### config.mk
export PLATFORM = sky130hd
export DESIGN_NAME = wb_arbiter
export DESIGN_NICKNAME = d
export VERILOG_FILES = /design/src/rtl/wb_arbiter_pkg.sv /design/src/rtl/wb_arbiter_fifo.sv /design/src/rtl/wb_arbiter.sv
export SDC_FILE = /design/constraint.sdc
export NUM_CORES = 1
export LEC_CHECK = 0
export ABC_AREA = 1
export CAP_MARGIN = 10
export CORE_ASPECT_RATIO = 0.5
export CORE_MARGIN = 2
export CORE_UTILIZATION = 52
export CTS_CLUSTER_DIAMETER = 40
export DETAILED_ROUTE_END_ITERATION = 10
export PLACE_DENSITY = 0.95
export SLEW_MARGIN = 20
export SYNTH_ARGS = -nofsm -noshare
export SYNTH_HDL_FRONTEND = slang
export SYNTH_SLANG_ARGS = --single-unit
### constraint.sdc
create_clock -name clk -period 6.2 [get_ports clk]
set_input_delay 1.24 -clock clk [delete_from_list [all_inputs] [get_ports clk]]
set_output_delay 1.24 -clock clk [all_outputs]
set_load 0.1 [all_outputs]
### src/rtl/wb_arbiter_pkg.sv
// Shared core definitions for the writeback path.
// Default register widths and the writeback entry layout.
package wb_arbiter_pkg;

  localparam int CORE_DATA_W = 16;
  localparam int CORE_ADDR_W = 4;

  typedef struct packed {
    logic [CORE_ADDR_W-1:0] addr;
    logic [CORE_DATA_W-1:0] data;
  } wb_entry_t;

  function automatic int ptr_w(input int depth);
    return (depth > 1) ? $clog2(depth) : 1;
  endfunction

endpackage

### src/rtl/wb_arbiter_fifo.sv
// Small synchronous FIFO buffering multi-cycle results.
// Caller guarantees no push when full and no pop when empty.
module wb_fifo
  import wb_arbiter_pkg::*;
#(
  parameter int W     = $bits(wb_entry_t),
  parameter int DEPTH = 2
) (
  input  logic                         clk,
  input  logic                         rst_n,
  input  logic                         push,
  input  logic [W-1:0]                 push_data,
  input  logic                         pop,
  output logic [W-1:0]                 head,
  output logic [$clog2(DEPTH+1)-1:0]   count,
  output logic                         full,
  output logic                         empty
);

  localparam int PW = ptr_w(DEPTH);
  localparam int CW = $clog2(DEPTH + 1);

  logic [W-1:0]  mem [DEPTH];
  logic [PW-1:0] rd_ptr;
  logic [PW-1:0] wr_ptr;

  function automatic logic [PW-1:0] nxt(input logic [PW-1:0] p);
    return (p == PW'(DEPTH - 1)) ? '0 : p + 1'b1;
  endfunction

  assign head  = mem[rd_ptr];
  assign full  = (count == CW'(DEPTH));
  assign empty = (count == '0);

  // Storage array; contents are don't-care until pushed.
  always_ff @(posedge clk) begin
    if (push) mem[wr_ptr] <= push_data;
  end

  // Pointers and occupancy; simultaneous push/pop keeps count.
  always_ff @(posedge clk or negedge rst_n) begin
    if (!rst_n) begin
      rd_ptr <= '0;
      wr_ptr <= '0;
      count  <= '0;
    end else begin
      if (push) wr_ptr <= nxt(wr_ptr);
      if (pop)  rd_ptr <= nxt(rd_ptr);
      unique case ({push, pop})
        2'b10:   count <= count + 1'b1;
        2'b01:   count <= count - 1'b1;
        default: count <= count;
      endcase
    end
  end

endmodule

### src/rtl/wb_arbiter.sv
// Writeback arbiter: ALU results win, multi-cycle results queue.
// Also tracks which registers await a multi-cycle result.
module wb_arbiter
  import wb_arbiter_pkg::*;
#(
  parameter int DATA_W     = CORE_DATA_W,
  parameter int ADDR_W     = CORE_ADDR_W,
  parameter int FIFO_DEPTH = 2
) (
  input  logic                 clk,
  input  logic                 rst_n,
  input  logic                 alu_valid,
  input  logic [ADDR_W-1:0]    alu_addr,
  input  logic [DATA_W-1:0]    alu_data,
  input  logic                 mc_valid,
  input  logic [ADDR_W-1:0]    mc_addr,
  input  logic [DATA_W-1:0]    mc_data,
  output logic                 mc_ready,
  input  logic                 issue_valid,
  input  logic [ADDR_W-1:0]    issue_addr,
  output logic [2**ADDR_W-1:0] busy,
  output logic                 wr_en,
  output logic [ADDR_W-1:0]    wr_addr,
  output logic [DATA_W-1:0]    wr_data
);

  localparam int EW = ADDR_W + DATA_W;

  logic                          push;
  logic                          pop;
  logic [EW-1:0]                 head;
  logic [ADDR_W-1:0]             head_addr;
  logic [DATA_W-1:0]             head_data;
  logic [$clog2(FIFO_DEPTH+1)-1:0] count;
  logic                          full;
  logic                          empty;
  logic [2**ADDR_W-1:0]          busy_next;

  assign mc_ready = !full;
  assign push     = mc_valid && mc_ready;
  assign pop      = !alu_valid && !empty;
  assign head_addr = head[EW-1:DATA_W];
  assign head_data = head[DATA_W-1:0];

  wb_fifo #(
    .W     (EW),
    .DEPTH (FIFO_DEPTH)
  ) u_fifo (
    .clk       (clk),
    .rst_n     (rst_n),
    .push      (push),
    .push_data ({mc_addr, mc_data}),
    .pop       (pop),
    .head      (head),
    .count     (count),
    .full      (full),
    .empty     (empty)
  );

  // Scoreboard update: a new issue overrides a same-cycle retire.
  always_comb begin
    busy_next = busy;
    if (pop) busy_next[head_addr] = 1'b0;
    if (issue_valid) busy_next[issue_addr] = 1'b1;
  end

  // Registered write port; address/data hold when idle.
  always_ff @(posedge clk or negedge rst_n) begin
    if (!rst_n) begin
      wr_en   <= 1'b0;
      wr_addr <= '0;
      wr_data <= '0;
      busy    <= '0;
    end else begin
      busy  <= busy_next;
      wr_en <= alu_valid || pop;
      unique case (1'b1)
        alu_valid: begin
          wr_addr <= alu_addr;
          wr_data <= alu_data;
        end
        pop: begin
          wr_addr <= head_addr;
          wr_data <= head_data;
        end
        default: ;
      endcase
    end
  end

endmodule

==> results of run 1 <==
==> flip-flops by register name (all words and copies together), names as in the netlist <==
signal,cells
wr_en,1
u_fifo.rd_ptr,1
busy,16
u_fifo.wr_ptr,1
wr_data,16
wr_addr,4
u_fifo.mem,40
u_fifo.count,2
==> placed cells by master, fill, tap and decap left out, types with 3 or more instances in the layout <==
master           count
nand2_1            122
nor2_1              22
a21oi_1              6
inv_1               13
o21ai_1              6
clkbuf_16            9
clkdlybuf4s50_1     85
inv_2                4
o211ai_1             5
nand3_1             26
edfxtp_1            40
nor2_4               4
o22ai_1              4
dfrtp_1             41
o21ai_0             11
nand2_2              6
nor2_2               4
clkinv_2             3
==> final cells by class <==
type,count,area (sq um)
clock buffers,12,246
multi-input cells,228,1070
clock inverters,4,18.8
flip-flops and latches,81,2230
well taps,88,110
fillers,397,1640
repair buffers,86,856
inverters,17,63.8
==> cells by family after synthesis <==
group / Yosys count
AOI/OAI and AO/OA: 33
xor gates and xnor gates: 3
adders and majority gates: 1
buffers and inverters: 27
DFF: 81
and+or+nand+nor: 191
==> cell usage after synthesis (all sizes together) <==
cell type	number
xnor2	2
buf	10
o211ai	5
inv	17
a21oi	6
o21ai	18
dfrtp	41
nor3	2
nand2	129
o22ai	4
xor2	1
nand3	28
edfxtp	40
or2	1
ha	1
nor2	31
==> metal layers <==
layer | share of wire [%] | vias up | global-route usage (%)
li1 | - | 1292 | -
met1 | 39 | 1287 | 27.5
met2 | 51 | 141 | 43.7
met3 | 7.6 | 25 | 7.78
met4 | 2.5 | 0 | 11.2
met5 | 0 | - | 0
==> how the worst max path moves through the flow <==
stage	end	depth (start not counted)	startpoint
after CTS	mc_ready	3	u_fifo.count[0]
after detailed placement	u_fifo.mem[0][6]	3	mc_valid
after global placement	u_fifo.count[1]	6	alu_valid
after global routing	mc_ready	3	u_fifo.count[0]
after floorplan	u_fifo.mem[1][0]	4	u_fifo.count[0]
final	mc_ready	3	u_fifo.count[0]
==> worst max-delay path, cell delays in order (launching register included) <==
cell	delay, ns
dfrtp_1	0.50
inv_1	0.08
nand2_1	0.13
clkdlybuf4s50_1	1.17
==> per-stage QoR <==
step                      area, sq um  hold slack [ns]  worst slack (ns)  util [%]  instances
after floorplan                  3440            0.465              3.46         -        336
after global placement           4320            0.454              3.12      69.4        500
after CTS                        4590            0.478              2.72      73.6        516
after global routing             4590            0.516              2.67      73.7        516
after detailed placement         4320            0.464              3.02      69.4        500
final                            4590            0.477              2.74      73.7        516
==> reports/metrics.yaml, run 1 <==
status: "completed"
hpwl_um: 5680
ff2ff_path_depth: 7
synth_top_family_by_area: "simple AND/OR/NAND/NOR gates"
core_sq_um: 6230
yosys.area.top_type: "edfxtp_1"
cp-start-kind: "flip-flop"
holdPathEnd: "busy[1]"
path_clk_slew_ns: 0.06
critical_path_class: "reg -> out"
grt_max_degree: 42
clkLatencyLatePin_ns: 0.34
hold_viol: 0
clockBufferDepth: 2
track_usage_pct: 24.2
grt_overflow: 0
yosysSeqAreaShare_pct: 64.8
synth_seq_cells: 81
synthAdderAreaFrac_pct: 0.364
netlist_instances: 336
vias_per_cell: 5.32
yosys.area_share.xor_xnor_pct: 0.764
fin_skew_ns: 0.00618
cp_data_arrival_time_ns: 2.22
clock_sinks: 81
io_buffers: 86
setup-violations-final: 0
nets: 473
rows: 20
die_x_um: 119
reg2reg_to: "busy[5]"
die_h_um: 61.5
rr_startpoint: "u_fifo.rd_ptr"
post-cts-setup-buffer-count: 0
cts_resized: 0
drt_first_pass_iters: 5
yosys.area_share.simple_pct: 24.3
required_ns: 4.96
area.growth.synth_to_final_pct: 33.6
synth.net_count: 386
synth_top_area_share_pct: 34.9
path_max_fanout: 6
synth_compound_area_share_pct: 5.42
place_congestion: 0.878
cts_max_level: 3
die_area_sq_um: 7320
avgSynthCellArea_sq_um: 10.2
rsz0062_at_grt: "no"
vias: 2745
ant_nets: 0
clock.fmax_ghz: 0.289
drt_iter0_drc: 285
wire_per_inst_um: 16.1
worst_pin_slew_ns: 1.09
max_cap_violations: 0
hold_depth: 2
synth_area_leaders: "edfxtp_1 35%, dfrtp_1 30%, nand2_1 13%"
period_share_pct: 55.9
cts_tree: "done"
drc: 0
numCtsBuffers: 9
start_util_pct: 55.2
slew-limit-headroom_pct: 27.1
cts-root-buf: "clkbuf_16"
hold_buffers: 0
reg2reg_setup_slack_ns: 4.06
post-route-min-period_ns: 3.46
hold_class: "reg -> reg"
synthDistinctLibCells: 27
totalWireLength_um: 8300
fin_setup_tns_ns: 0
grt_pass1_wl_um: 13100
antenna_found_initial: 0
yosysWarningCount: 0
drive_gt1_share_pct: 8.88
synth.cell_area_sq_um: 3440
diodes: 0
io_pins: 87
cp-end-kind: "output port"
muxShareOfSynthArea_pct: 0
first_global_vias: 2760
hold_path.startpoint: "busy[1]"
report.final.slew_viol_count: 0
Power of run 1 is left out: the tool's default activity adds up to more than one toggle a clock period on the data nets, which glitch-free logic cannot reach.
==> run 2, diff against run 1 <==
--- a/config.mk
+++ b/config.mk
@@ -9,10 +9,10 @@
 export CAP_MARGIN = 10
 export CORE_ASPECT_RATIO = 0.5
 export CORE_MARGIN = 2
-export CORE_UTILIZATION = 52
+export CORE_UTILIZATION = 49
 export CTS_CLUSTER_DIAMETER = 40
 export DETAILED_ROUTE_END_ITERATION = 10
-export PLACE_DENSITY = 0.95
+export PLACE_DENSITY = 0.91
 export SLEW_MARGIN = 20
 export SYNTH_ARGS = -nofsm -noshare
 export SYNTH_HDL_FRONTEND = slang
==> constraint.sdc (replaced) <==
create_clock -name clk -period 3.6 [get_ports clk]
set_input_delay 0.72 -clock clk [delete_from_list [all_inputs] [get_ports clk]]
set_output_delay 0.72 -clock clk [all_outputs]
set_load 0.1 [all_outputs]
==> run 2 against run 1 <==
Effect of this change:
- via count fell by 0.95%
- clock skew shrank 0.0010 ns
- cell count is 1.2% higher
- global-route usage shrank 1.2 points
- hold slack improved by 0.0026 ns
- die area rose by 5.8%
- sequential share of layout area decreased by 0.52 points
- worst setup slack got worse by 1.7 ns
- design area grew 1.1%
- clock-buffer cell count down 2
- largest cell class unchanged
==> reports/metrics.yaml, run 2 (same netlist as run 1, synthesis figures left out) <==
crit_start: "wr_data[4]"
reg2reg_setup_slack_ns: 1.38
die_h_um: 63.2
largest_register_ffs: 40
rr_startpoint: "u_fifo.rd_ptr"
required_ns: 2.88
hold_depth: 2
status: "completed"
cp_cell_sequence: "clkdlybuf4s50_1"
ff2ff_path_depth: 7
clockBufferDepth: 2
grt_pass1_wl_um: 13200
rsz0062_at_grt: "no"
hold_path.startpoint: "busy[2]"
fin_setup_tns_ns: 0
cp_slowest_stage_delay_ns: 1.14
slowest_stage: "clkdlybuf4s50_1"
vias_per_cell: 5.21
worst_pin_slew_ns: 1.00
setup-violations-final: 0
clock.fmax_ghz: 0.388
first_global_vias: 2790
drt_first_pass_iters: 5
totalWireLength_um: 8330
holdPathEnd: "busy[2]"
grt_overflow: 0
slew-limit-headroom_pct: 33.1
report.final.slew_viol_count: 0
top_regs: "u_fifo.mem: 40 flops, busy: 16 flops, wr_data: 16 flops"
die_x_um: 122
antenna_found_initial: 0
cts_tree: "done"
final_cell_mix: "122 x nand2_1, 84 x clkdlybuf4s50_1, 41 x dfrtp_1, 40 x edfxtp_1, 26 x nand3_1"
io_buffers: 86
drc: 0
core_sq_um: 6730
critPathBufInv: 1
final_common_cell: "nand2_1"
dpl.cell_count: 506
post-route-util_pct: 69.0
max_cap_violations: 0
vias: 2719
start_util_pct: 51.1
hpwl_um: 5550
wire_per_inst_um: 16.0
path_max_fanout: 2
critical_path_class: "reg -> out"
cp-end-kind: "output port"
die_area_sq_um: 7740
fin_skew_ns: 0.00514
crit_family: "buffers and inverters"
n_fill_cell: 457
drive_gt1_share_pct: 10.0
diodes: 0
clkLatencyLatePin_ns: 0.34
post-route-min-period_ns: 2.58
rows: 21
cp-start-kind: "flip-flop"
place_congestion: 0.859
hold_viol: 0
regMostFlops: "u_fifo.mem"
drt_iter0_drc: 250
hold_class: "reg -> reg"
numCtsBuffers: 9
period_share_pct: 71.6
ant_nets: 0
cts_resized: 0
post-cts-setup-buffer-count: 0
cts_max_level: 3
area.growth.synth_to_final_pct: 35.1
nets: 475
clock_sinks: 81
cp_data_arrival_time_ns: 1.86
grt_max_degree: 42
reg2reg_to: "busy[4]"
path_clk_slew_ns: 0.06
instances_no_fill: 522
hold_buffers: 0
track_usage_pct: 23.0
cts-root-buf: "clkbuf_16"
io_pins: 87
-- run 2: cell count changes in the layout (fill, tap and decap cells not counted) --
cell and delta:
buf_4 +3, clkinv_2 -3, clkinv_4 +3, inv_6 +2
bufinv_16 +1, clkbuf_1 -1, clkbuf_8 -1, clkdlybuf4s50_1 -1
clkinv_1 -1, nor2_2 +1, nor2_4 -1
-- run 2: worst register-to-register path: stages (launching register included) --
cell	delay [ns]
dfrtp_1	0.89
inv_2	0.43
nand2_1	0.17
nand2_1	0.14
nor2_1	0.22
nand3_1	0.14
nand2_1	0.08
nand2_1	0.04
-- run 2: worst max path at each step --
stage	to	slack, ns	cells after the start
finish	wr_data[4]	1.02	1
global route	wr_data[4]	0.98	1
CTS	wr_data[4]	1.02	1
detailed placement	u_fifo.count[1]	0.97	6
global placement	u_fifo.count[1]	1.04	6
floorplan	u_fifo.mem[1][0]	0.86	4
-- run 2: layer usage --
layer	wire, um	GRT usage [%]
met5	0	0
met4	279	10.3
met3	602	6.79
met2	4120	38.4
met1	3330	27.8
-- run 2: area by class of cell --
type	count	area, sq um	area share (%)
inverter	17	63.8	1.37
clock inverter	6	73.8	1.59
sequential	81	2230	48.0
timing repair buffer	88	868	18.7
multi-input combinational	228	1070	23.0
tap	92	115	2.48
clock buffer	10	229	4.93
-- run 2: per-stage QoR --
| stage | instance area (sq um) | worst slack (ns) | hold WS, ns |
|---|---|---|---|
| 2_1_floorplan | 3440 | 0.861 | 0.424 |
| 3_3_place_gp | 4340 | 1.04 | 0.462 |
| 3_5_place_dp | 4340 | 0.968 | 0.465 |
| 4_1_cts | 4640 | 1.02 | 0.481 |
| 5_1_grt | 4640 | 0.981 | 0.493 |
| 6_report | 4640 | 1.02 | 0.480 |
Power of run 2 is left out for the same reason.
==> run 3, diff against run 2 <==
--- a/config.mk
+++ b/config.mk
@@ -9,10 +9,10 @@
 export CAP_MARGIN = 10
 export CORE_ASPECT_RATIO = 0.5
 export CORE_MARGIN = 2
-export CORE_UTILIZATION = 49
+export CORE_UTILIZATION = 44
 export CTS_CLUSTER_DIAMETER = 40
 export DETAILED_ROUTE_END_ITERATION = 10
-export PLACE_DENSITY = 0.91
+export PLACE_DENSITY = 0.87
 export SLEW_MARGIN = 20
 export SYNTH_ARGS = -nofsm -noshare
 export SYNTH_HDL_FRONTEND = slang
==> constraint.sdc (replaced) <==
create_clock -name clk -period 2.2 [get_ports clk]
set_input_delay 0.44 -clock clk [delete_from_list [all_inputs] [get_ports clk]]
set_output_delay 0.44 -clock clk [all_outputs]
set_load 0.1 [all_outputs]
==> run 3 against run 2 <==
Effect of this change:
- clock-buffer cell count is 2 higher
- worst setup slack worse by 0.59 ns
- via count is 0.92% higher
- die area is 11% higher
- core utilization is 6.6 points lower
- flip-flop and latch count stayed put
- sequential share of layout area is 0.14 points lower
- global-route usage is 2.3 points lower
- clock skew is 0.00052 ns higher
- register-to-register slack worse by 0.95 ns
- critical path depth is 4 higher
- cell count is 5.0% higher
- critical path type is now reg -> reg
==> reports/metrics.yaml, run 3 (same netlist as run 1, synthesis figures left out) <==
setup-violations-final: 0
reg2reg_to: "u_fifo.mem[1][1]"
placed_area_sq_um: 4360
clock_sinks: 81
report.final.slew_viol_count: 0
hold_viol: 0
die_x_um: 129
status: "completed"
drc: 0
vias: 2744
rsz0062_at_grt: "no"
max_cap_violations: 0
nets: 485
setup_slack_ns: 0.429
vias_per_cell: 5.01
required_ns: 2.25
final_common_cell: "nand2_1"
diodes: 0
worst_pin_slew_ns: 0.539
cts_tree: "done"
rr_startpoint: "u_fifo.count[0]"
slew-limit-headroom_pct: 64.1
grt_pass1_wl_um: 12900
cts-root-buf: "clkbuf_16"
crit_start: "u_fifo.count[0]"
drt_first_pass_iters: 5
ff2ff_path_depth: 5
clkLatencyLatePin_ns: 0.35
largest_register_ffs: 40
drive_gt1_share_pct: 20.5
grt_max_degree: 42
hold_buffers: 0
seqCellArea_sq_um: 2230
ant_nets: 0
crit_end: "u_fifo.mem[1][1]"
regMostFlops: "u_fifo.mem"
core_sq_um: 7460
grt_overflow: 0
period_share_pct: 80.5
fin_skew_ns: 0.00566
multi_input_area_sq_um: 1070
start_util_pct: 46.1
cp-start-kind: "flip-flop"
drt_iter0_drc: 148
first_global_vias: 2750
hold_class: "in -> async"
final_cell_mix: "121 x nand2_1, 49 x buf_4, 47 x clkdlybuf4s50_1, 41 x dfrtp_1, 40 x edfxtp_1"
track_usage_pct: 20.7
numCtsBuffers: 9
clock.fmax_ghz: 0.565
cts_max_level: 3
hpwl_um: 5740
fin_setup_tns_ns: 0
path_clk_slew_ns: 0.06
cp-end-kind: "flip-flop"
post-cts-setup-buffer-count: 0
totalWireLength_um: 8170
rows: 22
whs_ns: 0.167
top_regs: "u_fifo.mem: 40 flops, busy: 16 flops, wr_data: 16 flops"
cts_resized: 0
dp_slack_ns: 0.172
path_max_fanout: 11
fin_area_sq_um: 4660
die_h_um: 66.5
die_area_sq_um: 8580
n_fill_cell: 579
area.growth.synth_to_final_pct: 35.5
reg2reg_setup_slack_ns: 0.43
critical_path_class: "reg -> reg"
clockBufferDepth: 2
io_pins: 87
io_buffers: 86
cp_data_arrival_time_ns: 1.82
post-route-min-period_ns: 1.77
wire_per_inst_um: 14.9
place_congestion: 0.844
antenna_found_initial: 0
[run 3: cell count changes in the layout (fill, tap and decap cells not counted), moves of 2 or more]
| cell | previous run | this run |
|---|---|---|
| buf_4 | 3 | 49 |
| clkdlybuf4s50_1 | 84 | 47 |
| clkinv_4 | 3 | 1 |
| inv_6 | 2 | 0 |
[run 3: worst min-delay path by stage]
| stage | slack, ns | endpoint |
|---|---|---|
| after CTS | 0.18 | wr_data[14] |
| after global routing | 0.21 | wr_data[6] |
| after floorplan | 0.14 | busy[0] |
| after global placement | 0.46 | busy[8] |
| after detailed placement | 0.46 | busy[2] |
| final | 0.17 | wr_data[6] |
[run 3: critical path, stage by stage, from the launching register on]
cell and delay (ns):
dfrtp_1 0.51, inv_1 0.10, nand2_2 0.13, nand2_1 0.14, nor2_2 0.31, buf_4 0.27
[run 3: through the flow]
step / std cells / util, %
floorplan: 336 / -
global placement: 532 / 58.4
detailed placement: 532 / 58.4
CTS: 548 / 62.4
global route: 548 / 62.4
finish: 548 / 62.4
[run 3: final cells by class]
class / instances / share of cell area [%]
Clock buffer: 12 / 5.29
Multi-Input combinational cell: 228 / 22.9
Inverter: 17 / 1.37
Tap cell: 108 / 2.90
Timing Repair Buffer: 98 / 18.5
Clock inverter: 4 / 1.13
Sequential cell: 81 / 47.8
[run 3: metal layers]
layer  part of all wire, %  vias to the layer above  global-route usage (%)
li1                      -                     1310                       -
met3                   7.1                       12                    7.95
met4                   1.3                        0                    7.34
met5                     0                        -                       0
met1                    40                     1310                    23.7
met2                    51                      112                    36.0
Power of run 3 is left out for the same reason.
